===== src/rtl/imem_port_arbiter_if.sv =====
// Requester, status and memory-side signals of the instruction-memory port arbiter.
// slave: the arbiter's view; master: requesters plus memory.
interface imem_port_arbiter_if;
  logic        fetch_req;
  logic [31:0] fetch_addr;
  logic        fetch_ack;
  logic [31:0] fetch_data;
  logic        load_req;
  logic [31:0] load_addr;
  logic [31:0] load_data;
  logic        load_ack;
  logic        err;
  logic        busy;
  logic        mem_RW;
  logic [31:0] mem_Addr;
  logic [31:0] mem_DataIn;
  logic [31:0] mem_DataOut;

  modport slave (
    input  fetch_req, fetch_addr, load_req, load_addr, load_data, mem_DataOut,
    output fetch_ack, fetch_data, load_ack, err, busy, mem_RW, mem_Addr, mem_DataIn
  );

  modport master (
    output fetch_req, fetch_addr, load_req, load_addr, load_data, mem_DataOut,
    input  fetch_ack, fetch_data, load_ack, err, busy, mem_RW, mem_Addr, mem_DataIn
  );
endinterface


===== src/rtl/imem_port_arbiter.sv =====
// Shares one instruction-memory port between CPU fetch (reads) and the program loader (writes).
// Optional IMEM_ALIGN_CHECK_EN: unaligned word addresses are rejected with err.
module imem_port_arbiter #(
  parameter int unsigned MEM_BYTES      = 1024,
  parameter int unsigned MAX_LOAD_BURST = 4
) (
  input logic              CLK,
  input logic              Reset,
  imem_port_arbiter_if.slave bus
);

  typedef enum logic [1:0] {StIdle, StGrant, StAck} state_e;

  state_e      r_state, w_state_next;
  logic [3:0]  r_streak, w_streak_next;
  logic        r_is_load, w_is_load_next;
  logic        r_illegal, w_illegal_next;
  logic        r_mem_rw, w_mem_rw_next;
  logic [31:0] r_mem_addr, w_mem_addr_next;
  logic [31:0] r_mem_datain, w_mem_datain_next;
  logic        r_fetch_ack, w_fetch_ack_next;
  logic        r_load_ack, w_load_ack_next;
  logic        r_err, w_err_next;
  logic [31:0] r_fetch_data, w_fetch_data_next;

  logic        w_any_req;
  logic        w_load_wins;
  logic [31:0] w_sel_addr;
  logic [32:0] w_addr_last;
  logic        w_range_bad;
  logic        w_align_bad;
  logic        w_sel_illegal;

  assign w_any_req   = bus.fetch_req | bus.load_req;
  // Fetch only overtakes a pending load once the streak limit is reached.
  assign w_load_wins = bus.load_req &
                       ~(bus.fetch_req & (r_streak == 4'(MAX_LOAD_BURST)));
  assign w_sel_addr  = w_load_wins ? bus.load_addr : bus.fetch_addr;
  assign w_addr_last = {1'b0, w_sel_addr} + 33'd3;
  assign w_range_bad = w_addr_last > 33'(MEM_BYTES - 1);

`ifdef IMEM_ALIGN_CHECK_EN
  assign w_align_bad = |w_sel_addr[1:0];
`else
  assign w_align_bad = 1'b0;
`endif

  assign w_sel_illegal = w_range_bad | w_align_bad;

  always_ff @(posedge CLK or posedge Reset) begin
    if (Reset) begin
      r_state      <= StIdle;
      r_streak     <= 4'd0;
      r_is_load    <= 1'b0;
      r_illegal    <= 1'b0;
      r_mem_rw     <= 1'b0;
      r_mem_addr   <= 32'd0;
      r_mem_datain <= 32'd0;
      r_fetch_ack  <= 1'b0;
      r_load_ack   <= 1'b0;
      r_err        <= 1'b0;
      r_fetch_data <= 32'd0;
    end else begin
      r_state      <= w_state_next;
      r_streak     <= w_streak_next;
      r_is_load    <= w_is_load_next;
      r_illegal    <= w_illegal_next;
      r_mem_rw     <= w_mem_rw_next;
      r_mem_addr   <= w_mem_addr_next;
      r_mem_datain <= w_mem_datain_next;
      r_fetch_ack  <= w_fetch_ack_next;
      r_load_ack   <= w_load_ack_next;
      r_err        <= w_err_next;
      r_fetch_data <= w_fetch_data_next;
    end
  end

  always_comb begin
    w_state_next      = r_state;
    w_is_load_next    = r_is_load;
    w_illegal_next    = r_illegal;
    w_mem_rw_next     = r_mem_rw;
    w_mem_addr_next   = r_mem_addr;
    w_mem_datain_next = r_mem_datain;
    w_fetch_ack_next  = 1'b0;
    w_load_ack_next   = 1'b0;
    w_err_next        = r_err;
    w_fetch_data_next = r_fetch_data;

    unique case (r_state)
      StIdle: begin
        if (w_any_req) begin
          w_state_next      = StGrant;
          w_is_load_next    = w_load_wins;
          w_illegal_next    = w_sel_illegal;
          w_mem_addr_next   = w_sel_addr;
          w_mem_datain_next = bus.load_data;
          w_mem_rw_next     = w_load_wins & ~w_sel_illegal;
        end
      end
      StGrant: begin
        w_state_next  = StAck;
        w_mem_rw_next = 1'b0;
        w_err_next    = r_illegal;
        if (r_is_load) begin
          w_load_ack_next = 1'b1;
        end else begin
          w_fetch_ack_next  = 1'b1;
          w_fetch_data_next = r_illegal ? 32'd0 : bus.mem_DataOut;
        end
      end
      StAck: begin
        w_state_next = StIdle;
        w_err_next   = 1'b0;
      end
      default: begin
        w_state_next  = StIdle;
        w_mem_rw_next = 1'b0;
      end
    endcase
  end

  // Streak counts load grants that passed over a waiting fetch.
  always_comb begin
    w_streak_next = r_streak;
    if (!bus.fetch_req) begin
      w_streak_next = 4'd0;
    end else if (r_state == StIdle && w_any_req) begin
      w_streak_next = w_load_wins ? r_streak + 4'd1 : 4'd0;
    end
  end

  assign bus.fetch_ack  = r_fetch_ack;
  assign bus.fetch_data = r_fetch_data;
  assign bus.load_ack   = r_load_ack;
  assign bus.err        = r_err;
  assign bus.busy       = (r_state != StIdle);
  assign bus.mem_RW     = r_mem_rw;
  assign bus.mem_Addr   = r_mem_addr;
  assign bus.mem_DataIn = r_mem_datain;

endmodule


===== src/flat_wrapper.sv =====
// flat-port wrapper written by rule: the top's interface ports become plain ports
module imem_port_arbiter_flat 
#(
  parameter int unsigned MEM_BYTES      = 1024,
  parameter int unsigned MAX_LOAD_BURST = 4
)
  (CLK, Reset, bus_fetch_req, bus_fetch_addr, bus_load_req, bus_load_addr, bus_load_data, bus_mem_DataOut, bus_fetch_ack, bus_fetch_data, bus_load_ack, bus_err, bus_busy, bus_mem_RW, bus_mem_Addr, bus_mem_DataIn);
  imem_port_arbiter_if bus_i ();
  input logic CLK;
  input logic Reset;
  input wire logic [$bits(bus_i.fetch_req)-1:0] bus_fetch_req;
  input wire logic [$bits(bus_i.fetch_addr)-1:0] bus_fetch_addr;
  input wire logic [$bits(bus_i.load_req)-1:0] bus_load_req;
  input wire logic [$bits(bus_i.load_addr)-1:0] bus_load_addr;
  input wire logic [$bits(bus_i.load_data)-1:0] bus_load_data;
  input wire logic [$bits(bus_i.mem_DataOut)-1:0] bus_mem_DataOut;
  output wire logic [$bits(bus_i.fetch_ack)-1:0] bus_fetch_ack;
  output wire logic [$bits(bus_i.fetch_data)-1:0] bus_fetch_data;
  output wire logic [$bits(bus_i.load_ack)-1:0] bus_load_ack;
  output wire logic [$bits(bus_i.err)-1:0] bus_err;
  output wire logic [$bits(bus_i.busy)-1:0] bus_busy;
  output wire logic [$bits(bus_i.mem_RW)-1:0] bus_mem_RW;
  output wire logic [$bits(bus_i.mem_Addr)-1:0] bus_mem_Addr;
  output wire logic [$bits(bus_i.mem_DataIn)-1:0] bus_mem_DataIn;
  assign bus_i.fetch_req = bus_fetch_req;
  assign bus_i.fetch_addr = bus_fetch_addr;
  assign bus_i.load_req = bus_load_req;
  assign bus_i.load_addr = bus_load_addr;
  assign bus_i.load_data = bus_load_data;
  assign bus_i.mem_DataOut = bus_mem_DataOut;
  assign bus_fetch_ack = bus_i.fetch_ack;
  assign bus_fetch_data = bus_i.fetch_data;
  assign bus_load_ack = bus_i.load_ack;
  assign bus_err = bus_i.err;
  assign bus_busy = bus_i.busy;
  assign bus_mem_RW = bus_i.mem_RW;
  assign bus_mem_Addr = bus_i.mem_Addr;
  assign bus_mem_DataIn = bus_i.mem_DataIn;
  imem_port_arbiter #(.MEM_BYTES(MEM_BYTES), .MAX_LOAD_BURST(MAX_LOAD_BURST)) u_core (.CLK(CLK), .Reset(Reset), .bus(bus_i));
endmodule

===== config.mk =====
export PLATFORM = sky130hd
export DESIGN_NAME = imem_port_arbiter_flat
export DESIGN_NICKNAME = d
export VERILOG_FILES = /design/src/rtl/imem_port_arbiter_if.sv /design/src/rtl/imem_port_arbiter.sv /design/src/flat_wrapper.sv
export SDC_FILE = /design/constraint.sdc
export NUM_CORES = 1
export LEC_CHECK = 0
export BUFFER_PORTS_ARGS = -buffer_cell sky130_fd_sc_hd__buf_2
export CAP_MARGIN = 20
export CORE_MARGIN = 2
export CORE_UTILIZATION = 35
export DETAILED_ROUTE_END_ITERATION = 8
export PLACE_DENSITY_LB_ADDON = 0.05
export SLEW_MARGIN = 20
export SYNTH_ARGS = -nofsm -noshare
export SYNTH_HDL_FRONTEND = slang
export SYNTH_SLANG_ARGS = --single-unit

===== constraint.sdc =====
create_clock -name CLK -period 3.6 [get_ports CLK]
set_clock_uncertainty 0.2 [all_clocks]
set_input_delay 0.36 -clock CLK [delete_from_list [all_inputs] [get_ports CLK]]
set_output_delay 0.36 -clock CLK [all_outputs]
set_load 0.01 [all_outputs]

# == After elaboration in Yosys (flattened, before gate mapping) ==
# Index checks and enable logic that the tools add are counted.
# totals
regBits,108
wordCells,48
# op_classes
add_sub_neg,2
order_cmp,1
eq_ne,5
n_mux,14
bitwise_logic,8
reduce_logical,7
# ops
cell,n
$mux W32,2
$add A32 B2 Y33 const B,1
$gt A33 B10 Y1 const B,1
$mux W4,3
$reduce_and A2 Y1,3
$mux W1,5
$add A4 B1 Y4 const B,1
$eq A4 B3 Y1 const B,1
$ne A2 B1 Y1 const B,2
$not A1 Y1,4
$pmux W1 S2,2
$pmux W2 S2,1
$reduce_bool A2 Y1,2
$and A1 B1 Y1,3
$eq A2 B1 Y1 const B,1
$eq A2 B2 Y1 const B,1
$logic_not A2 Y1,1
$mux W2,1
$logic_and A1 B1 Y1,1
$or A1 B1 Y1,1

# == Longest topological paths before layout ==
# Gate-level depths: netlist (run 1).
# depth
ltp_word,11
ltp_mapped,13
ltp_nobuf,11

# == Least setup slack after synthesis (run 1) ==
# No wires, ideal clock.
# synth_timing
path_type,reg-to-reg
start,reg u_core.r_streak[0]
end,reg u_core.r_mem_rw (netlist: u_core.bus.mem_RW)
setup_ps,139
arrival_ps,3184
setup_slack_ps,77
stages_incl_launch_ff,14
synth_period_minus_slack_ps,3523
path_cell_list,dfrtp_1 -> inv_1 -> ha_1 -> nand4b_1 -> nand2_1 -> clkbuf_1 -> buf_1 -> mux2i_1 -> ha_1 -> a2111oi_0 -> a211oi_1 -> o211ai_1 -> or4_1 -> o41ai_2
# synth_via
elab_chain_len,11
# synth_rtl
item,line,source
start: declaration,imem_port_arbiter.sv:15,"logic [3:0] r_streak, w_streak_next;"
start signal: assignment,imem_port_arbiter.sv:65,r_streak <= w_streak_next;
$eq A4 B3 Y1 *,imem_port_arbiter.sv:37,~(bus.fetch_req & (r_streak == 4'(MAX_LOAD_BURST)));
$and A1 B1 Y1 *,imem_port_arbiter.sv:37,
$not A1 Y1 *,imem_port_arbiter.sv:37,
$and A1 B1 Y1 *,imem_port_arbiter.sv:36,assign w_load_wins = bus.load_req &
$mux W32,imem_port_arbiter.sv:38,assign w_sel_addr = w_load_wins ? bus.load_addr : bus.fetch_addr;
$add A32 B2 Y33,imem_port_arbiter.sv:39,"assign w_addr_last = {1'b0, w_sel_addr} + 33'd3;"
$gt A33 B10 Y1,imem_port_arbiter.sv:40,assign w_range_bad = w_addr_last > 33'(MEM_BYTES - 1);
$not A1 Y1,imem_port_arbiter.sv:98,w_mem_rw_next = w_load_wins & ~w_sel_illegal;
$and A1 B1 Y1 *,imem_port_arbiter.sv:98,
$mux W1 *,imem_port_arbiter.sv:92,if (w_any_req) begin
$pmux W1 S2 *,imem_port_arbiter.sv:90,unique case (r_state)
end signal: assignment,imem_port_arbiter.sv:68,r_mem_rw <= w_mem_rw_next;
end: declaration,imem_port_arbiter.sv:18,"logic r_mem_rw, w_mem_rw_next;"
# Mark *: on every way between the ends. The rest lies on a longest branch, timed or not. The select of a mux whose other input is x is not followed.
# A chain may end at the register's enable or synchronous reset.

# == Worst setup path in the final report (run 1) ==
# Same ends and word-level chain as after synthesis.

==> load_flow_metrics.sql, run 1 <==
INSERT INTO impl_metrics (metric_group, metric, value, unit) VALUES
('run_status', 'run_status', 'completed', ''),
('timing', 'timing.final.crit_share', '94.9', '%'),
('yosys', 'post_synth_num_cell_types', '61', ''),
('clock_tree', 'cts_sinks', '108', ''),
('yosys', 'ys_warn_count', '0', ''),
('critical_path', 'timing.critical_path.required', '3.66', 'ns'),
('critical_path', 'arrival', '3.48', 'ns'),
('drt', 'post_drt_via_cell_ratio', '5.04', ''),
('clock_tree', 'ctsHtreeMaxLevel', '3', ''),
('pwr', 'sequentialPowerShare', '39.8', '%'),
('timing', 'finalHoldViolations', '0', ''),
('critical_path', 'setup.worst_path.class', 'reg -> reg', ''),
('clock_tree', 'clock_latency', '0.36', 'ns'),
('placement', 'routability_cong', '0.893', ''),
('clock_tree', 'cts_tree', 'done', ''),
('grt', 'largest_net_degree_at_the_start_of_global_routing', '74', ''),
('die', 'std_cell_rows', '47', ''),
('timing', 'finalCriticalPeriod', '3.42', 'ns'),
('critical_path', 'crit_path_max_fanout', '6', ''),
('pwr', 'ir_drop', '300', 'uV'),
('pwr', 'power.density_cell_area', '560', 'nW/um2'),
('clock_tree', 'cts_buffers', '9', ''),
('drt', 'drt_iter0_drc', '243', ''),
('yosys', 'synth_area_per_cell', '8.82', 'um2'),
('grt', 'grt_use_total', '21.2', '%'),
('critical_path', 'critPathCaptureType', 'register', ''),
('clock_tree', 'cts.root.buffer_cell', 'sky130_fd_sc_hd__clkbuf_16', ''),
('die', 'die_x', '134', 'um'),
('die', 'ios', '233', ''),
('drt', 'avgRoutedWirePerCell', '16.5', 'um'),
('drt', 'drc', '0', ''),
('drt', 'postRouteAntennaNets', '0', ''),
('drt', 'drtPass1Iterations', '4', ''),
('die', 'effective_utilization_at_floorplan', '35.6', '%'),
('pwr', 'net-switching-power', '1.77', 'mW'),
('layout', 'antenna_cells', '0', ''),
('grt', 'vias_in_the_first_global_route', '5769', ''),
('placement', 'place.detailed.hpwl', '14.4', 'mm'),
('timing', 'setup_viol', '0', ''),
('clock_tree', 'clock_tree.buffer_depth', '2', ''),
('yosys', 'synthesis.instances', '667', ''),
('pwr', 'comb_power_share', '37.9', '%'),
('critical_path', 'timing.critical_path.from_type', 'register', ''),
('timing', 'fmax', '0.293', 'GHz'),
('yosys', 'synth_seq_cells', '108', ''),
('yosys', 'post_synth_edffs', '0', ''),
('timing', 'timing.max_slew.rel_slack', '32.3', '%'),
('grt', 'globalRouteOverflowTotal', '0', ''),
('hold_path', 'holdCritPathClass', 'in -> reg', ''),
('yosys', 'syn-cell-area', '5880', 'um2'),
('yosys', 'synthArstFlopShare', '100', '%'),
('layout', 'area_growth_syn_to_layout', '36.6', '%'),
('clock_tree', 'clock_slew_at_reported_path_ffs', '0.08', 'ns'),
('pwr', 'p_leak', '4.03', 'nW'),
('placement', 'placement.io_buffers', '232', ''),
('layout', 'post_route_cells_drive_above_1_share', '31.3', '%'),
('timing', 'timing_max_transition_violations_final', '0', ''),
('drt', 'finalWirelength', '19.1', 'mm'),
('drt', 'detailroute.via_count', '5834', ''),
('pwr', 'switching_share', '39.4', '%'),
('layout', 'post_layout_nonfiller_instances', '1157', ''),
('die', 'die-height', '134', 'um'),
('die', 'dieArea', '17900', 'um2'),
('die', 'core_footprint', '16500', 'um2'),
('timing', 'worst_pin_slew', '1.02', 'ns'),
('pwr', 'clkPwrFrac', '22.3', '%'),
('run', 'maxCapViolCount', '0', ''),
('layout', 'nets', '1071', ''),
('placement', 'placed_cells', '1106', ''),
('timing', 'unrepaired_setup_endpoints_after_global_routing', 'false', ''),
('timing', 'final.setup.tns', '0', 'ns'),
('grt', 'first_pass_grt_wire_length', '30.1', 'mm'),
('yosys', 'ys_seq_area_share', '45.9', '%'),
('yosys', 'synth_ff_type', 'sky130_fd_sc_hd__dfrtp_1', ''),
('yosys', 'synth_nets', '806', ''),
('grt', 'grt_antenna_before_repair', '0', ''),
('pwr', 'p_int', '2.73', 'mW');
-- layer usage --
layer	up-vias	GRT usage [%]	share of wire (%)
li1	2866	-	-
met1	2703	28.4	45
met2	247	35.0	47
met3	18	3.77	6.7
met4	0	6.74	1.3
met5	-	0	0
-- critical path, stage by stage, from the launching register on --
cell and delay, ns:
sky130_fd_sc_hd__dfrtp_1 0.37, sky130_fd_sc_hd__inv_1 0.08, sky130_fd_sc_hd__ha_1 0.21, sky130_fd_sc_hd__nand4b_1 0.26, sky130_fd_sc_hd__nand4_1 0.22, sky130_fd_sc_hd__o22a_4 0.26
sky130_fd_sc_hd__or4_4 0.50, sky130_fd_sc_hd__a2111oi_4 0.32, sky130_fd_sc_hd__nand4_1 0.15, sky130_fd_sc_hd__or4_1 0.55, sky130_fd_sc_hd__o41ai_2 0.20
-- logic make-up (layout without fill, tap and decap cells) --
kind of cell               after synthesis  after routing  synth area share, %
and+or+nand+nor                        317            317                 25.9
AOI/OAI and AO/OA                      134            134                 14.7
DFF                                    108            108                 45.9
buffers and inverters                   48            318                 3.21
muxes                                   38             38                 6.57
xor gates and xnor gates                15             15                 2.23
adders and majority gates                7              7                 1.49
-- metrics by stage --
step                      worst slack [ns]  cell area (um2)  hold slack (ns)  util [%]  power [mW]
after floorplan                     0.0775             5880            0.253         -        2.76
after global placement               0.204             7400            0.221      44.8        3.49
after detailed placement             0.127             7400            0.234      44.8        3.52
after CTS                           0.0993             8010          0.00238      48.5        4.58
after global routing               0.00148             8040           0.0263      48.6        4.86
final                                0.183             8040           0.0150      48.6        4.50
-- power groups by stage --
stage               combinational (mW)  sequential [mW]  clock (mW)
floorplan                        0.770             1.99           0
global route                      1.92             1.85        1.10
global placement                  1.69             1.80           0
CTS                               1.74             1.79        1.05
detailed placement                1.71             1.82           0
finish                            1.70             1.79        1.01
-- worst paths after layout --
check,from,to,slack (ns),cells after the start
min in group asynchronous,Reset,u_core.bus.mem_DataIn[21]$_DFFE_PP0P_,0.38,3
hold reg to reg,u_core.bus.mem_DataIn[27]$_DFFE_PP0P_,u_core.bus.mem_DataIn[27]$_DFFE_PP0P_,0.27,2
setup / recovery,u_core.r_streak[0]$_DFFE_PP0P_,u_core.bus.mem_RW$_DFFE_PP0P_,0.18,10
setup reg to reg,u_core.r_streak[0]$_DFFE_PP0P_,u_core.bus.mem_RW$_DFFE_PP0P_,0.18,10
hold / removal,bus_load_data[30],u_core.bus.mem_DataIn[30]$_DFFE_PP0P_,0.02,3
max in group asynchronous,Reset,u_core.bus.fetch_data[23]$_DFFE_PP0P_,2.06,4
-- cells in the final DEF, fill, tap and decap left out, types with 4 or more instances in the layout --
master	Yosys	final
sky130_fd_sc_hd__o21ai_0	78	77
sky130_fd_sc_hd__a21boi_0	4	4
sky130_fd_sc_hd__xor2_1	9	9
sky130_fd_sc_hd__a21oi_1	10	10
sky130_fd_sc_hd__a211oi_1	5	5
sky130_fd_sc_hd__nand2b_1	33	32
sky130_fd_sc_hd__nand2_1	183	182
sky130_fd_sc_hd__nor4b_1	5	5
sky130_fd_sc_hd__nor3_1	8	8
sky130_fd_sc_hd__buf_4	0	21
sky130_fd_sc_hd__nor2_1	13	12
sky130_fd_sc_hd__xnor2_1	6	6
sky130_fd_sc_hd__buf_2	1	232
sky130_fd_sc_hd__and3_1	6	6
sky130_fd_sc_hd__o31ai_1	4	4
sky130_fd_sc_hd__and2_1	5	5
sky130_fd_sc_hd__mux2i_1	33	33
sky130_fd_sc_hd__nor4_1	6	6
sky130_fd_sc_hd__nand3_1	14	14
sky130_fd_sc_hd__dfrtp_1	108	108
sky130_fd_sc_hd__dlygate4sd3_1	0	32
sky130_fd_sc_hd__mux2_2	5	5
sky130_fd_sc_hd__and4_1	6	6
sky130_fd_sc_hd__nand4_1	20	20
sky130_fd_sc_hd__inv_1	13	12
sky130_fd_sc_hd__o211ai_1	4	4
sky130_fd_sc_hd__ha_1	7	7
sky130_fd_sc_hd__clkbuf_16	0	9
-- area by class of cell --
class / count / area [um2]
Tap cell: 220 / 275
Fill cell: 1659 / 8490
Clock buffer: 9 / 225
Clock inverter: 7 / 67.6
Sequential cell: 108 / 2700
Multi-Input combinational cell: 511 / 3010
Inverter: 14 / 55.1
Timing Repair Buffer: 288 / 1700
-- registers in the layout, summed over array words and instances (netlist names) --
name	cells
u_core.bus.fetch_ack	1
u_core.bus.mem_DataIn	32
u_core.r_state	2
u_core.bus.mem_Addr	32
u_core.r_illegal	1
u_core.r_streak	4
u_core.r_is_load	1
u_core.bus.fetch_data	32
u_core.bus.mem_RW	1
u_core.bus.err	1
u_core.bus.load_ack	1
-- cell usage after synthesis, drive strengths merged, types with 7 or more instances --
cell type	count	area, um2
xor2	9	78.8
nand4	20	125
mux2i	33	330
nor2	14	60.1
a21oi	10	50.1
o21ai	78	390
ha	7	87.6
dfrtp	108	2700
nand2b	33	206
nor3	8	40.0
nand3	14	70.1
nand2	183	687
inv	14	52.6
clkbuf	30	113
-- timing repair --
| item | CTS | global route |
|---|---|---|
| setup endpoints to repair | 0 | 2 |
| buffers inserted | 0 | 3 |
| resized for setup | 0 | 2 |
| hold buffers | 32 | 0 |
| endpoints found under the hold margin | 66 | 0 |
Note: power is estimated with default switching activity, not from simulation.
==> run 2, diff against run 1 <==
--- a/config.mk
+++ b/config.mk
@@ -10,7 +10,7 @@
 export CORE_MARGIN = 2
 export CORE_UTILIZATION = 35
 export DETAILED_ROUTE_END_ITERATION = 8
-export PLACE_DENSITY_LB_ADDON = 0.05
+export PLACE_DENSITY_LB_ADDON = 0.3
 export SLEW_MARGIN = 20
 export SYNTH_ARGS = -nofsm -noshare
 export SYNTH_HDL_FRONTEND = slang
==> run 2 against run 1 <==
  * Die area stayed put
  * Maximum frequency is 0.21% higher
  * Global-route usage is 0.92 points lower
  * Non-clock buffer count is 11 lower
  * Via count is 0.87% lower
  * Critical endpoint unchanged
  * Utilization is 0.44 points lower
  * First-iteration DRC count is 55% higher
  * Worst hold slack better by 0.00096 ns
  * Wire length is 5.5% lower
  * Cell count is 0.95% lower
  * Register-to-register slack hardly changed
==> load_flow_metrics.sql, run 2 (synthesis results as in run 1) <==
INSERT INTO impl_metrics (metric_group, metric, value, unit) VALUES
('clock_tree', 'cts_sinks', '108', ''),
('placement', 'place.detailed.hpwl', '13.3', 'mm'),
('grt', 'grt_antenna_before_repair', '0', ''),
('placement', 'placement.io_buffers', '232', ''),
('timing', 'timing.final.crit_share', '94.7', '%'),
('clock_tree', 'ctsHtreeMaxLevel', '3', ''),
('drt', 'detailroute.via_count', '5783', ''),
('pwr', 'power.density_cell_area', '566', 'nW/um2'),
('clock_tree', 'clock_tree.buffer_depth', '2', ''),
('die', 'ios', '233', ''),
('grt', 'vias_in_the_first_global_route', '5512', ''),
('drt', 'finalWirelength', '18.0', 'mm'),
('placement', 'placed_cells', '1100', ''),
('drt', 'postRouteAntennaNets', '0', ''),
('layout', 'area_growth_syn_to_layout', '35.4', '%'),
('hold_path', 'holdCritPathClass', 'in -> reg', ''),
('layout', 'post_layout_nonfiller_instances', '1146', ''),
('grt', 'first_pass_grt_wire_length', '28.8', 'mm'),
('critical_path', 'timing.critical_path.required', '3.67', 'ns'),
('drt', 'drtPass1Iterations', '5', ''),
('clock_tree', 'clock_latency', '0.36', 'ns'),
('critical_path', 'path_cells', 'inv_1 -> ha_1 -> and4b_4 -> o211ai_2 -> o22a_4 -> or4_4 -> a2111oi_4 -> nand4_1 -> or4_1 -> o41ai_2', ''),
('clock_tree', 'cts_buffers', '9', ''),
('drt', 'drt_iter0_drc', '377', ''),
('layout', 'nets', '1060', ''),
('clock_tree', 'cts.root.buffer_cell', 'sky130_fd_sc_hd__clkbuf_16', ''),
('timing', 'worst_pin_slew', '0.920', 'ns'),
('critical_path', 'crit_path_max_fanout', '8', ''),
('critical_path', 'regToRegSetupSlack', '0.19', 'ns'),
('pwr', 'p_leak', '3.97', 'nW'),
('critical_path', 'timing.critical_path.slowest_cell_delay', '0.55', 'ns'),
('critical_path', 'worst_r2r_endpoint', 'u_core.bus.mem_RW$_DFFE_PP0P_', ''),
('layout', 'final_core_utilization', '48.2', '%'),
('layout', 'final_common_cell', 'sky130_fd_sc_hd__buf_2', ''),
('drt', 'avgRoutedWirePerCell', '15.7', 'um'),
('drt', 'post_drt_via_cell_ratio', '5.05', ''),
('timing', 'timing.hold.ws', '0.0160', 'ns'),
('critical_path', 'path_depth', '10', ''),
('critical_path', 'number_of_cell_instances_on_the_worst_register_to_register_path', '10', ''),
('timing', 'timing.max_slew.rel_slack', '38.7', '%'),
('timing', 'fmax', '0.293', 'GHz'),
('grt', 'grt_use_total', '20.3', '%'),
('die', 'effective_utilization_at_floorplan', '35.6', '%'),
('layout', 'post_route_cells_drive_above_1_share', '30.7', '%'),
('critical_path', 'cp_top_family', 'simple AND/OR/NAND/NOR gates', ''),
('critical_path', 'critPathCaptureType', 'register', ''),
('timing', 'timing.final.ws_setup', '0.190', 'ns'),
('timing', 'unrepaired_setup_endpoints_after_global_routing', 'false', ''),
('timing', 'finalCriticalPeriod', '3.41', 'ns'),
('run_status', 'run_status', 'completed', ''),
('critical_path', 'wp_buf_inv', '1', ''),
('drt', 'drc', '0', ''),
('critical_path', 'rr_startpoint', 'u_core.r_streak[0]$_DFFE_PP0P_', ''),
('pwr', 'ir_drop', '344', 'uV'),
('critical_path', 'cp_slowest_cell', 'sky130_fd_sc_hd__or4_1', ''),
('critical_path', 'setup.worst_path.class', 'reg -> reg', ''),
('timing', 'timing_max_transition_violations_final', '0', ''),
('layout', 'layout.cells.most_common_list', 'sky130_fd_sc_hd__buf_2, sky130_fd_sc_hd__nand2_1, sky130_fd_sc_hd__dfrtp_1, sky130_fd_sc_hd__o21ai_0, sky130_fd_sc_hd__mux2i_1', ''),
('die', 'std_cell_rows', '47', ''),
('layout', 'antenna_cells', '0', ''),
('die', 'dieArea', '17900', 'um2'),
('critical_path', 'arrival', '3.48', 'ns'),
('clock_tree', 'clock_slew_at_reported_path_ffs', '0.08', 'ns'),
('critical_path', 'worstSetupStartpoint', 'u_core.r_streak[0]$_DFFE_PP0P_', ''),
('die', 'die_x', '134', 'um'),
('die', 'core_footprint', '16500', 'um2'),
('placement', 'post-place-ws', '0.0532', 'ns'),
('die', 'die-height', '134', 'um'),
('critical_path', 'critPathCapture', 'u_core.bus.mem_RW$_DFFE_PP0P_', ''),
('run', 'maxCapViolCount', '0', ''),
('grt', 'globalRouteOverflowTotal', '0', ''),
('timing', 'final.setup.tns', '0', 'ns'),
('critical_path', 'timing.critical_path.from_type', 'register', ''),
('timing', 'finalHoldViolations', '0', ''),
('timing', 'setup_viol', '0', ''),
('clock_tree', 'cts_tree', 'done', ''),
('grt', 'largest_net_degree_at_the_start_of_global_routing', '68', ''),
('placement', 'routability_cong', '0.930', '');
==> run 2: power breakdown <==
part	switching (mW)	internal [mW]
Clock	0.479	0.517
Combinational	1.08	0.647
Sequential	0.189	1.60
==> run 2: layout make-up <==
class / count / area (um2)
clock buffer: 11 / 253
clock inverter: 5 / 43.8
fill: 1611 / 8560
inverter: 14 / 55.1
multi-input combinational: 511 / 3020
sequential: 108 / 2700
tap: 220 / 275
timing repair buffer: 277 / 1610
==> run 2: worst min path at each step <==
| stage | start | endpoint | slack [ns] | cells past startpoint |
|---|---|---|---|---|
| 6_report | bus_load_data[11] | u_core.bus.mem_DataIn[11]$_DFFE_PP0P_ | 0.02 | 3 |
| 3_3_place_gp | u_core.bus.mem_DataIn[5]$_DFFE_PP0P_ | u_core.bus.mem_DataIn[5]$_DFFE_PP0P_ | 0.25 | 2 |
| 4_1_cts | bus_load_data[22] | u_core.bus.mem_DataIn[22]$_DFFE_PP0P_ | 0.003 | 3 |
| 3_5_place_dp | u_core.bus.mem_DataIn[16]$_DFFE_PP0P_ | u_core.bus.mem_DataIn[16]$_DFFE_PP0P_ | 0.26 | 2 |
| 2_1_floorplan | u_core.r_is_load$_DFFE_PP0P_ | u_core.r_is_load$_DFFE_PP0P_ | 0.25 | 2 |
| 5_1_grt | bus_load_data[22] | u_core.bus.mem_DataIn[22]$_DFFE_PP0P_ | 0.02 | 3 |
==> run 2: metal layers <==
metal | track usage (%) | share of wire, % | wire [um]
met1 | 27.5 | 44 | 7890
met2 | 32.8 | 47 | 8460
met3 | 3.31 | 7.5 | 1350
met4 | 7.45 | 1.9 | 337
met5 | 0 | 0 | 0
==> run 2: per-stage QoR <==
stage               cell area [um2]  total power, mW
finish                         7970             4.51
global route                   7970             4.87
CTS                            7950             4.57
detailed placement             7350             3.53
global placement               7350             3.52
floorplan                      5880             2.76
==> run 2: worst reg2reg max path, delay by kind of cell, from the launching register on <==
kind / cells / cell delay, ns
buffers and inverters: 1 / 0.09
adder cells (fa/ha/maj): 1 / 0.17
flip-flops: 1 / 0.40
AO/OA/AOI/OAI: 4 / 0.91
AND/OR/NAND/NOR: 4 / 1.54
==> run 2: timing repair <==
| item | CTS | global route |
|---|---|---|
| resized for setup | 0 | 4 |
| hold buffers | 30 | 0 |
| setup buffers | 0 | 0 |
| hold endpoints to repair | 80 | 0 |
| endpoints found under the setup margin | 0 | 2 |
